[src/rtl/nibble_serial_add_ctrl.sv]
// rtl/nibble_serial_add_ctrl.sv - nibble-serial adder controller around one 4-bit ripple-carry adder

module ripple_carry_adder (
    input  logic [3:0] a,
    input  logic [3:0] b,
    input  logic       cin,
    output logic [3:0] sum,
    output logic       cout
);
    logic [4:0] c;

    always_comb begin
        c    = '0;
        sum  = '0;
        c[0] = cin;
        for (int i = 0; i < 4; i++) begin
            sum[i]   = a[i] ^ b[i] ^ c[i];
            c[i + 1] = (a[i] & b[i]) | (c[i] & (a[i] ^ b[i]));
        end
        cout = c[4];
    end
endmodule

module nibble_serial_add_ctrl #(
    parameter int NIBBLES = 4
) (
    input  logic                 clk,
    input  logic                 rst,
    input  logic                 start,
    input  logic [4*NIBBLES-1:0] a,
    input  logic [4*NIBBLES-1:0] b,
    input  logic                 cin,
    output logic                 busy,
    output logic                 done,
    output logic [4*NIBBLES-1:0] sum,
    output logic                 cout,
    output logic                 ovf
);
    localparam int W  = 4 * NIBBLES;
    localparam int IW = (NIBBLES > 1) ? $clog2(NIBBLES) : 1;
    localparam logic [IW-1:0] LAST = IW'(NIBBLES - 1);

    typedef enum logic [1:0] {S_IDLE, S_ADD, S_DONE} state_t;

    state_t          state_q;
    logic [IW-1:0]   idx_q;
    logic [W-1:0]    a_q, b_q, part_q, sum_q;
    logic            carry_q, cout_q, ovf_q, busy_q, done_q;

    logic [3:0]      add_a, add_b, add_sum;
    logic            add_cout;
    logic [W-1:0]    result_d;
    logic            ovf_d;

    always_comb begin
        add_a = a_q[4*idx_q +: 4];
        add_b = b_q[4*idx_q +: 4];
    end

    ripple_carry_adder u_rca (
        .a    (add_a),
        .b    (add_b),
        .cin  (carry_q),
        .sum  (add_sum),
        .cout (add_cout)
    );

    // Partial result with the nibble being computed this cycle already merged in.
    always_comb begin
        result_d = part_q;
        for (int n = 0; n < NIBBLES; n++) begin
            if (idx_q == IW'(n)) begin
                result_d[4*n +: 4] = add_sum;
            end
        end
        ovf_d = (a_q[W-1] == b_q[W-1]) && (result_d[W-1] != a_q[W-1]);
    end

    always_ff @(posedge clk or posedge rst) begin
        if (rst) begin
            state_q <= S_IDLE;
            idx_q   <= '0;
            a_q     <= '0;
            b_q     <= '0;
            carry_q <= 1'b0;
            part_q  <= '0;
            sum_q   <= '0;
            cout_q  <= 1'b0;
            ovf_q   <= 1'b0;
            busy_q  <= 1'b0;
            done_q  <= 1'b0;
        end else begin
            case (state_q)
                S_IDLE: begin
                    done_q <= 1'b0;
                    if (start) begin
                        a_q     <= a;
                        b_q     <= b;
                        carry_q <= cin;
                        part_q  <= '0;
                        idx_q   <= '0;
                        busy_q  <= 1'b1;
                        state_q <= S_ADD;
                    end
                end
                S_ADD: begin
                    part_q  <= result_d;
                    carry_q <= add_cout;
                    if (idx_q == LAST) begin
                        sum_q   <= result_d;
                        cout_q  <= add_cout;
                        ovf_q   <= ovf_d;
                        idx_q   <= '0;
                        busy_q  <= 1'b0;
                        done_q  <= 1'b1;
                        state_q <= S_DONE;
                    end else begin
                        idx_q <= idx_q + 1'b1;
                    end
                end
                S_DONE: begin
                    done_q  <= 1'b0;
                    state_q <= S_IDLE;
                end
                default: begin
                    state_q <= S_IDLE;
                end
            endcase
        end
    end

    assign busy = busy_q;
    assign done = done_q;
    assign sum  = sum_q;
    assign cout = cout_q;
    assign ovf  = ovf_q;
endmodule

[config.mk]
export PLATFORM = sky130hd
export DESIGN_NAME = nibble_serial_add_ctrl
export DESIGN_NICKNAME = d
export VERILOG_FILES = /design/src/rtl/nibble_serial_add_ctrl.sv
export SDC_FILE = /design/constraint.sdc
export NUM_CORES = 1
export LEC_CHECK = 0
export ABC_AREA = 1
export ABC_CLOCK_PERIOD_IN_PS = 2800
export CAP_MARGIN = 5
export CELL_PAD_IN_SITES_DETAIL_PLACEMENT = 1
export CELL_PAD_IN_SITES_GLOBAL_PLACEMENT = 1
export CORE_UTILIZATION = 31
export DETAILED_ROUTE_END_ITERATION = 8
export HOLD_SLACK_MARGIN = 0.03
export PLACE_DENSITY = 0.73
export SKIP_LAST_GASP = 1
export SLEW_MARGIN = 40
export SYNTH_ARGS = -nofsm -noshare
export SYNTH_HDL_FRONTEND = slang
export SYNTH_SLANG_ARGS = --single-unit
[constraint.sdc]
create_clock -name clk -period 2.8 [get_ports clk]
set_clock_uncertainty 0.2 [all_clocks]
set_input_delay 0.56 -clock clk [delete_from_list [all_inputs] [get_ports clk]]
set_output_delay 0.56 -clock clk [all_outputs]
set_load 0.1 [all_outputs]
Word-level counts from Yosys, hierarchy flattened. Cells that the tools add are included.

Output and inout bits: 20. Register bits after elaboration: 73.

Equality and inequality tests: 9. $add $sub $neg: 1. Reductions and logical operators: 12. Mux-type cells: 19. Bitwise gates (word level): 20. Shift operators: 2.

Operators by type and width (number): $pmux W16 S2 (1); $shiftx A16 B5 Y4 (2); $mux W16 (1); $mux W4 (4); $reduce_and A2 Y1 (5); $and A1 B1 Y1 (8); $mux W2 (4); $pmux W2 S2 (2); $xor A1 B1 Y1 (8); $eq A2 B2 Y1 const B (3); $pmux W1 S2 (3); $eq A2 B1 Y1 const B (2); $logic_not A2 Y1 (2); $mux W1 (4); $ne A2 B2 Y1 const B (2); $or A1 B1 Y1 (4); $reduce_bool A2 Y1 (2); $reduce_and A3 Y1 (1); $add A2 B1 Y2 const B (1); $reduce_or A2 Y1 (1); $eq A1 B1 Y1 (1); $logic_and A1 B1 Y1 (1); $ne A1 B1 Y1 (1).

Logic depth before layout (Yosys ltp). Gate-level depths: netlist (run 1).

Word-level depth: 12. Depth in mapped cells: 16. Mapped depth without buffers: 14.

Hierarchy. A second synthesis (run 1) with hierarchy kept.

Cells, all modules: 398. Area total of the unflattened synthesis: 3323.2 µm².

By module, submodules not included: nibble_serial_add_ctrl (cells an instance 384, area each 3205.6 µm², times used 1, sequential area each 1751.7 µm²); ripple_carry_adder (cells an instance 14, area each 117.6 µm², times used 1, sequential area each 0.0 µm²).

Worst setup path after synthesis (run 1). Ideal clock, no wire load.

Kind: register to register. Start point: reg idx_q[0]. End point: reg ovf_q, in the netlist ovf. Stages on the path, launching flop included: 17. Setup slack: -245 ps. Data required time: 2480 ps. Arrival: 2725 ps. Path through: dfrtp_1 > buf_2 > inv_2 > buf_2 > nand2_1 > nand3_1 > nand2_1 > fa_1 > inv_1 > fa_1 > fa_1 > fa_1 > nand2_1 > nand2_1 > nand2_1 > nand3_1 > nand2_1.

Longest elaborated chain between the ends: 12.

Ends and longest elaborated chain: start, declared (line 46) `logic [IW-1:0] idx_q;`; start signal, assigned (line 118) `idx_q <= idx_q + 1'b1;`; $shiftx A16 B5 Y4 (on tied branches) (line 56, 57); $xor A1 B1 Y1 (line 18) `c[i + 1] = (a[i] & b[i]) | (c[i] & (a[i] ^ b[i]));`; $and A1 B1 Y1 (line 18); $or A1 B1 Y1 (line 18); $and A1 B1 Y1 (line 18); $or A1 B1 Y1 (line 18); $and A1 B1 Y1 (line 18); $or A1 B1 Y1 (line 18); $xor A1 B1 Y1 (line 17) `sum[i] = a[i] ^ b[i] ^ c[i];`; $mux W4 (line 72) `if (idx_q == IW'(n)) begin`; $ne A1 B1 Y1 (line 76) `ovf_d = (a_q[W-1] == b_q[W-1]) && (result_d[W-1] != a_q[W-1]);`; $logic_and A1 B1 Y1 (line 76); end signal, assigned (line 112) `ovf_q <= ovf_d;`; end, declared (line 48) `logic carry_q, cout_q, ovf_q, busy_q, done_q;`.

Several ways; a longest one is shown, not always the timed one. A chain may end at the register's enable or synchronous reset.

Final worst setup path (run 1). Ends and elaborated chain as after synthesis.

==> results of run 1 <==
sequential cells by signal, indices dropped and copies added, names as in the netlist:
signal	cells
idx_q	2
cout	1
ovf	1
sum	16
a_q	16
done	1
busy	1
part_q	13
carry_q	1
b_q	16
state_q	2
worst max-delay path, stage by stage (launching register included):
cell	delay [ns]
dfrtp_2	0.50
inv_6	0.07
nand2_1	0.07
nand3_2	0.07
nand2_2	0.08
fa_1	0.16
inv_1	0.05
fa_2	0.34
fa_2	0.36
fa_2	0.57
nand2_1	0.08
nand2_1	0.08
nand2_1	0.06
nand3_1	0.06
nand2_1	0.05
stage by stage:
stage          area, sq um  cells  hold slack (ns)  setup slack (ns)  TNS (ns)
3_5_place_dp          3870    570            0.264            -0.255     -1.91
6_report              4120    588            0.281           -0.0953    -0.414
2_1_floorplan         3250    389            0.244            -0.131    -0.632
3_3_place_gp          3870    570            0.255            -0.114    -0.570
5_1_grt               4120    588            0.305            -0.235     -1.50
4_1_cts               4110    588            0.283           -0.0675    -0.226
repair_timing:
item | in CTS | in global routing
pin swaps | 5 | 1
hold endpoints to repair | 0 | 0
cloned | 1 | 0
gates resized for setup | 11 | 4
setup endpoints to repair | 9 | 9
buffers inserted | 2 | 0
worst min path at each step:
stage	startpoint	to	cells past startpoint
after floorplan	b_q[1]$_DFFE_PP0P_	b_q[1]$_DFFE_PP0P_	2
after global placement	sum[6]$_DFFE_PP0P_	sum[6]$_DFFE_PP0P_	2
after detailed placement	sum[0]$_DFFE_PP0P_	sum[0]$_DFFE_PP0P_	2
after CTS	sum[0]$_DFFE_PP0P_	sum[0]$_DFFE_PP0P_	2
after global routing	busy$_DFFE_PP0P_	busy$_DFFE_PP0P_	2
final	busy$_DFFE_PP0P_	busy$_DFFE_PP0P_	2
layout make-up:
cell class,instances,share of cell area
Timing Repair Buffer,65,0.143
Clock inverter,4,0.0116
Multi-Input combinational cell,268,0.309
Clock buffer,11,0.0343
Inverter,36,0.0340
Timing Repair inverter,1,0.00152
Sequential cell,70,0.426
Tap cell,133,0.0404
metal layers:
layer	GRT usage	vias up
met5	0	-
li1	-	1323
met2	0.290	48
met3	0.0432	10
met4	0.0520	0
met1	0.199	1276
cells by family (layout without fill, tap and decap cells):
logic type | count (synthesis) | in the layout | synth area share
AND/OR/NAND/NOR | 202 | 202 | 0.247
flip-flops | 70 | 70 | 0.545
AO/OA/AOI/OAI | 58 | 58 | 0.0972
buffers and inverters | 51 | 117 | 0.0708
adder cells (fa/ha/maj) | 8 | 8 | 0.0405
placed cells by master, fill, tap and decap left out, drive strengths merged:
cell type and count:
nor2 7, nand3 8, bufinv 1, clkinv 2
clkdlybuf4s50 35, o21ai 49, inv 37, or2 1
ha 4, dfrtp 70, a21oi 6, clkbuf 11
fa 4, buf 30, clkinvlp 1, nand2 186
o211ai 3
==> results.cfg, run 1 <==
[finish]
final_layout_size_suffix_gt1_frac = 0.165
final_nets = 495
antenna_cells = 0
area_delta_synth_final_pct = 28.0
multiInputGateArea_sq_um = 1270
utilization = 0.415
register_area_sq_um = 1750
fill_cells = 1195

[die]
boundaryPins = 56
rows = 36
fp.dieH_um = 104
initial_core_util = 0.325
die_area_sq_um = 10800
core-area_sq_um = 9910
fp.dieW_um = 104

[drt]
drc = 0
drtIter0Drc = 98
wl_met3_um = 256
num_vias = 2657
antenna_left = 0
wl_met2_mm = 4.20
routed_via_density = 4.52
wl_per_cell_um = 14.1
firstDrtPassIters = 4
wl_met1_mm = 3.70
top_layer_used = met4
wl_mm = 8.26

[critical_path]
arrival_ns = 2.94
end_kind = flop
r2r_setup_slack_ns = -0.1
r2r_end = ovf$_DFFE_PP0P_
rr_worst_depth = 14
critical_path_class = flop to flop
critPathRequiredTime_ns = 2.84
start_kind = flop
crit_path_start = idx_q[0]$_DFFE_PP0P_
cp_max_fo = 8
r2r-start = idx_q[0]$_DFFE_PP0P_
crit_path_end = ovf$_DFFE_PP0P_

[sta]
period_needed_ns = 2.90
drv_slew = 0
hold_viol_final = 0
tightest_slew_ns = 0.618
rsz0062_at_grt = yes
clock.fmax_ghz = 0.345
max_slew_margin = 0.587
fin_crit_sh = 1.03
finalSetupViolCount = 9
layout_setup_ws_ns = -0.0953

[grt]
antenna_found_initial = 0
grtUsageTotal = 0.166
overflow = 0
grt_first_pass_wirelength_mm = 14.1
grt_max_degree = 71
grt_pass1_vias = 2903

[yosys]
netlist_area_sq_um = 3220
synth-seq-area-share = 0.545
synth_cell_types = 20
ys_top_cells_by_count = nand2_1 (185), dfrtp_1 (70), inv_1 (28), o21ai_0 (26), o21ai_1 (19)
synth_seq_cells = 70
synth_cells = 389
yosysTopAreaCellShare = 0.545
avgSynthCellArea_sq_um = 8.27
synth_edf_count = 0
yosysTopAreaCell = dfrtp_1
yosysMostFrequentCell = nand2_1
synth_nets = 433
synthTopCellsByArea = dfrtp_1 (54%), nand2_1 (22%), o21ai_0 (4.0%), inv_1 (3.3%), o21ai_1 (3.0%)
ys.flop_type = dfrtp_1
async_flop_share = 1.00
yosysWarnings = 0

[clock_tree]
cts_made_buffers = 9
clk_latency_ns = 0.35
cts_max_path_buffers = 2
clock_sinks = 70
cts_tree = built
hold_buffers = 0
htree_levels = 3
path_clk_slew_ns = 0.07
cts_root_buffer = clkbuf_8

[place]
portBuffers = 55
place_congestion = 0.809
dp_hpwl_mm = 5.85

[run_status]
status = finished, violations left
violations = negative setup slack

[hold_path]
hp-class = flop to flop

[run]
cap_violations = 0
Power of run 1 is not shown: default switching activity piles up to over one toggle a cycle in this logic, so the estimate is an artifact.
==> run 2, diff against run 1 <==
==> constraint.sdc (replaced) <==
create_clock -name clk -period 2.8 [get_ports clk]
set_clock_uncertainty 0.2 [all_clocks]
set_input_delay 0.28 -clock clk [delete_from_list [all_inputs] [get_ports clk]]
set_output_delay 0.28 -clock clk [all_outputs]
set_load 0.1 [all_outputs]
==> run 2 against run 1 <==
Effect of this change: die area is the same; core utilization grew 1.1 points; register-to-register slack lost 0.12 ns; the flow still finishes with violations (negative setup slack); highest routed layer unchanged; critical path type unchanged.
==> results.cfg, run 2 (synthesis gave the netlist of run 1 again) <==
[drt]
num_vias = 2669
wl_mm = 8.18
drtIter0Drc = 81
routed_via_density = 4.52
drc = 0
firstDrtPassIters = 4
wl_per_cell_um = 13.9
antenna_left = 0

[run_status]
status = finished, violations left
violations = negative setup slack

[clock_tree]
hold_buffers = 0
clock_sinks = 70
clk_latency_ns = 0.35
cts_tree = built
cts_made_buffers = 9
cts_root_buffer = clkbuf_8
cts_max_path_buffers = 2
htree_levels = 3
path_clk_slew_ns = 0.08

[die]
boundaryPins = 56
initial_core_util = 0.325
fp.dieH_um = 104
die_area_sq_um = 10800
core-area_sq_um = 9910
fp.dieW_um = 104
rows = 36

[finish]
final_nets = 496
final_cells = 590
multiInputGateArea_sq_um = 1310
register_area_sq_um = 1750
fill_cells = 1207
final_common_cell = nand2_1
final_layout_size_suffix_gt1_frac = 0.186
final_cell_mix = nand2_1 (177), dfrtp_1 (69), clkdlybuf4s50_1 (35), buf_4 (30)
area_delta_synth_final_pct = 31.3
antenna_cells = 0

[grt]
grt_pass1_vias = 2881
grt_max_degree = 71
antenna_found_initial = 0
grtUsageTotal = 0.162
overflow = 0
grt_first_pass_wirelength_mm = 13.9

[sta]
drv_slew = 0
fin_crit_sh = 1.08
hold_viol_final = 0
tns_ns = -1.65
rsz0062_at_grt = yes
tightest_slew_ns = 0.635
finalSetupViolCount = 9
fin_hold_ws_ns = 0.119
layout_setup_ws_ns = -0.211
clock.fmax_ghz = 0.332
max_slew_margin = 0.576
period_needed_ns = 3.01

[place]
dp_hpwl_mm = 5.57
place_congestion = 0.825
portBuffers = 55
dp_cells = 571

[critical_path]
end_kind = flop
crit_path_end = part_q[3]$_DFFE_PP0P_
critical_path_class = flop to flop
r2r_setup_slack_ns = -0.21
crit_path_start = idx_q[0]$_DFFE_PP0P_
cp_max_fo = 12
critPathRequiredTime_ns = 2.87
r2r_end = part_q[3]$_DFFE_PP0P_
rr_worst_depth = 13
start_kind = flop
r2r-start = idx_q[0]$_DFFE_PP0P_
arrival_ns = 3.08

[hold_path]
hp-class = input pin to async pin

[run]
cap_violations = 0
-- run 2: timing repair --
action / CTS / global route
endpoints found under the setup margin: 9 / 13
pin swaps: 19 / 7
gates resized for setup: 18 / 10
buffers inserted: 1 / 2
-- run 2: critical path, stage by stage, from the launching register on --
cell	delay, ns
dfrtp_2	0.42
clkinv_4	0.12
nand2_1	0.11
nand3_2	0.09
nand2_2	0.09
fa_2	0.21
inv_2	0.04
fa_2	0.34
fa_2	0.38
fa_2	0.59
nand2_1	0.10
o21ai_2	0.09
nand2_1	0.07
o21ai_1	0.08
-- run 2: layout make-up --
type                       instances  area share
inverter                          36      0.0332
timing repair buffer              67       0.144
sequential                        70       0.415
multi-input combinational        268       0.310
clock buffer                      11      0.0335
tap                              133      0.0394
clock inverter                     5      0.0252
-- run 2: worst min-delay path by stage --
stage | to | slack (ns)
2_1_floorplan | a_q[0]$_DFFE_PP0P_ | 0.19
3_3_place_gp | sum[14]$_DFFE_PP0P_ | 0.26
3_5_place_dp | sum[6]$_DFFE_PP0P_ | 0.26
5_1_grt | sum[2]$_DFFE_PP0P_ | 0.14
4_1_cts | sum[2]$_DFFE_PP0P_ | 0.13
6_report | b_q[9]$_DFFE_PP0P_ | 0.12
-- run 2: per-stage QoR --
stage / utilization / area (sq um) / setup WS [ns]
floorplan: - / 3250 / -0.131
global placement: 0.391 / 3880 / -0.128
detailed placement: 0.391 / 3880 / -0.248
CTS: 0.423 / 4190 / -0.150
global route: 0.426 / 4220 / -0.325
finish: 0.426 / 4220 / -0.211
-- run 2: metal layers --
| metal | routed length [um] | share of wire | GRT usage | up-vias |
|---|---|---|---|---|
| met3 | 224 | 0.027 | 0.0307 | 12 |
| met5 | 0 | 0 | 0 | - |
| met4 | 129 | 0.016 | 0.0673 | 0 |
| met1 | 3680 | 0.45 | 0.199 | 1284 |
| met2 | 4140 | 0.51 | 0.277 | 50 |
| li1 | - | - | - | 1323 |
Power of run 2 is left out for the same reason.
==> RTL change: new RTL, config.mk and constraints of run 2 <==
The parameter `NIBBLES` goes from 4 to 2.
--- a/src/rtl/nibble_serial_add_ctrl.sv
+++ b/src/rtl/nibble_serial_add_ctrl.sv
@@ -23,5 +23,5 @@
 
 module nibble_serial_add_ctrl #(
-    parameter int NIBBLES = 4
+    parameter int NIBBLES = 2
 ) (
     input  logic                 clk,
Interface: changed (resized a, b and sum); port bits go from 56 to 32. The function was not compared with the original's and may differ.
==> RTL change against run 2 <==
- maximum frequency grew 10%
- worst setup slack better by 280 ps
- global-route usage decreased by 1.7 points
- via count shrank 50%
- synthesized area shrank 47%
- sequential cell count down 33
- final cell count down 48%
- synthesized cell count is 49% lower
- design area is 48% lower
- wire length down 55%
Power is left out: the tool's default activity adds up to more than one toggle a clock period on the data nets, which glitch-free logic cannot reach.
==> RTL change: results (changes against run 2) <==
* Final #Nets at 258 (was 496)
* Largest net degree at the start of global routing at 38 (was 71)
* Postcts setup bufs at 0 (was 1)
* Tapcells at 70 (was 133)
* Number of non-clock buffers in the layout at 38 (was 67)
* Synth Area in Compound Gates at 4.48% (was 9.72%)
* Avg Vias per Cell at 4.37 (was 4.52)
* Yosys cell types at 16 (was 20)
* Seq/Total Area, Yosys at 54.4% (was 54.5%)
* Fill count at 639 (was 1,207)
* Worst skew pair latency at 290 ps (was 350 ps)
* Port Buffers at 31 (was 55)
* DP Worst Slack at 4.96 ps (was -248 ps)
* Share of cells above drive strength 1 at 20.4% (was 18.6%)
* Status: completed (was finished, violations left)
* H-tree depth at 2 (was 3)
* Mapped Avg Cell Area at 8.64 um2 (was 8.27 um2)
* Vias in the first global route at 1,401 (was 2,881)
* Crit path DAT at 2720 ps (was 3080 ps)
* Total Routing Usage GR at 14.4% (was 16.2%)
* Multi-input combinational area share at 30.7% (was 31.0%)
* Mux contribution to synthesized area at 0.588% (was 0%)
* Syn_nets at 221 (was 433)
* FF/Latch Area at 927 um2 (was 1750 um2)
* Seq_cells at 37 (was 70)
* Slew HR at 68.7% (was 57.6%)
* CTS Buf Count at 5 (was 9)
* Met3 Usage GRT at 3.23% (was 3.07%)
* Most instantiated cells after synthesis: 95 x nand2_1, 37 x dfrtp_1, 14 x inv_1 (was 185 x nand2_1, 70 x dfrtp_1, 28 x inv_1)
* Non-Filler Instances at 305 (was 590)
* Setup_tns at 0 ps (was -1650 ps)
* Finished Cell Area at 2190 um2 (was 4220 um2)
* WL per Instance at 12.0 um (was 13.9 um)
* Multi-In Gates at 134 (was 268)
* GPL Wtd Cong at 0.761 (was 0.825)
* Post-placement cell area at 2050 um2 (was 3880 um2)
[RTL change: cell types whose count changed in the layout (fill, tap and decap cells not counted), moves of 5 or more]
cell and change:
a21oi_1 -6, o21ai_1 -22, buf_4 -11, nand3_1 +8
nand2_1 -85, clkdlybuf4s50_1 -16, nor2_1 -5, inv_1 -12
inv_2 -5, dfrtp_1 -33, o21ai_0 -9
[RTL change: routing by layer]
layer / part of all wire (%) / vias to the layer above
met4: 1.9 / 0
li1: - / 676
met3: 3.4 / 7
met2: 49 / 29
met1: 45 / 621
met5: 0 / -
[RTL change: final timing paths]
kind / endpoint / slack [ps]
max: ovf$_DFFE_PP0P_ / 70
max in group asynchronous: idx_q$_DFFE_PP0P_ / 1850
min: sum[5]$_DFFE_PP0P_ / 210
min in group clk: sum[2]$_DFFE_PP0P_ / 270
max reg2reg: ovf$_DFFE_PP0P_ / 70
min reg2reg: sum[2]$_DFFE_PP0P_ / 270
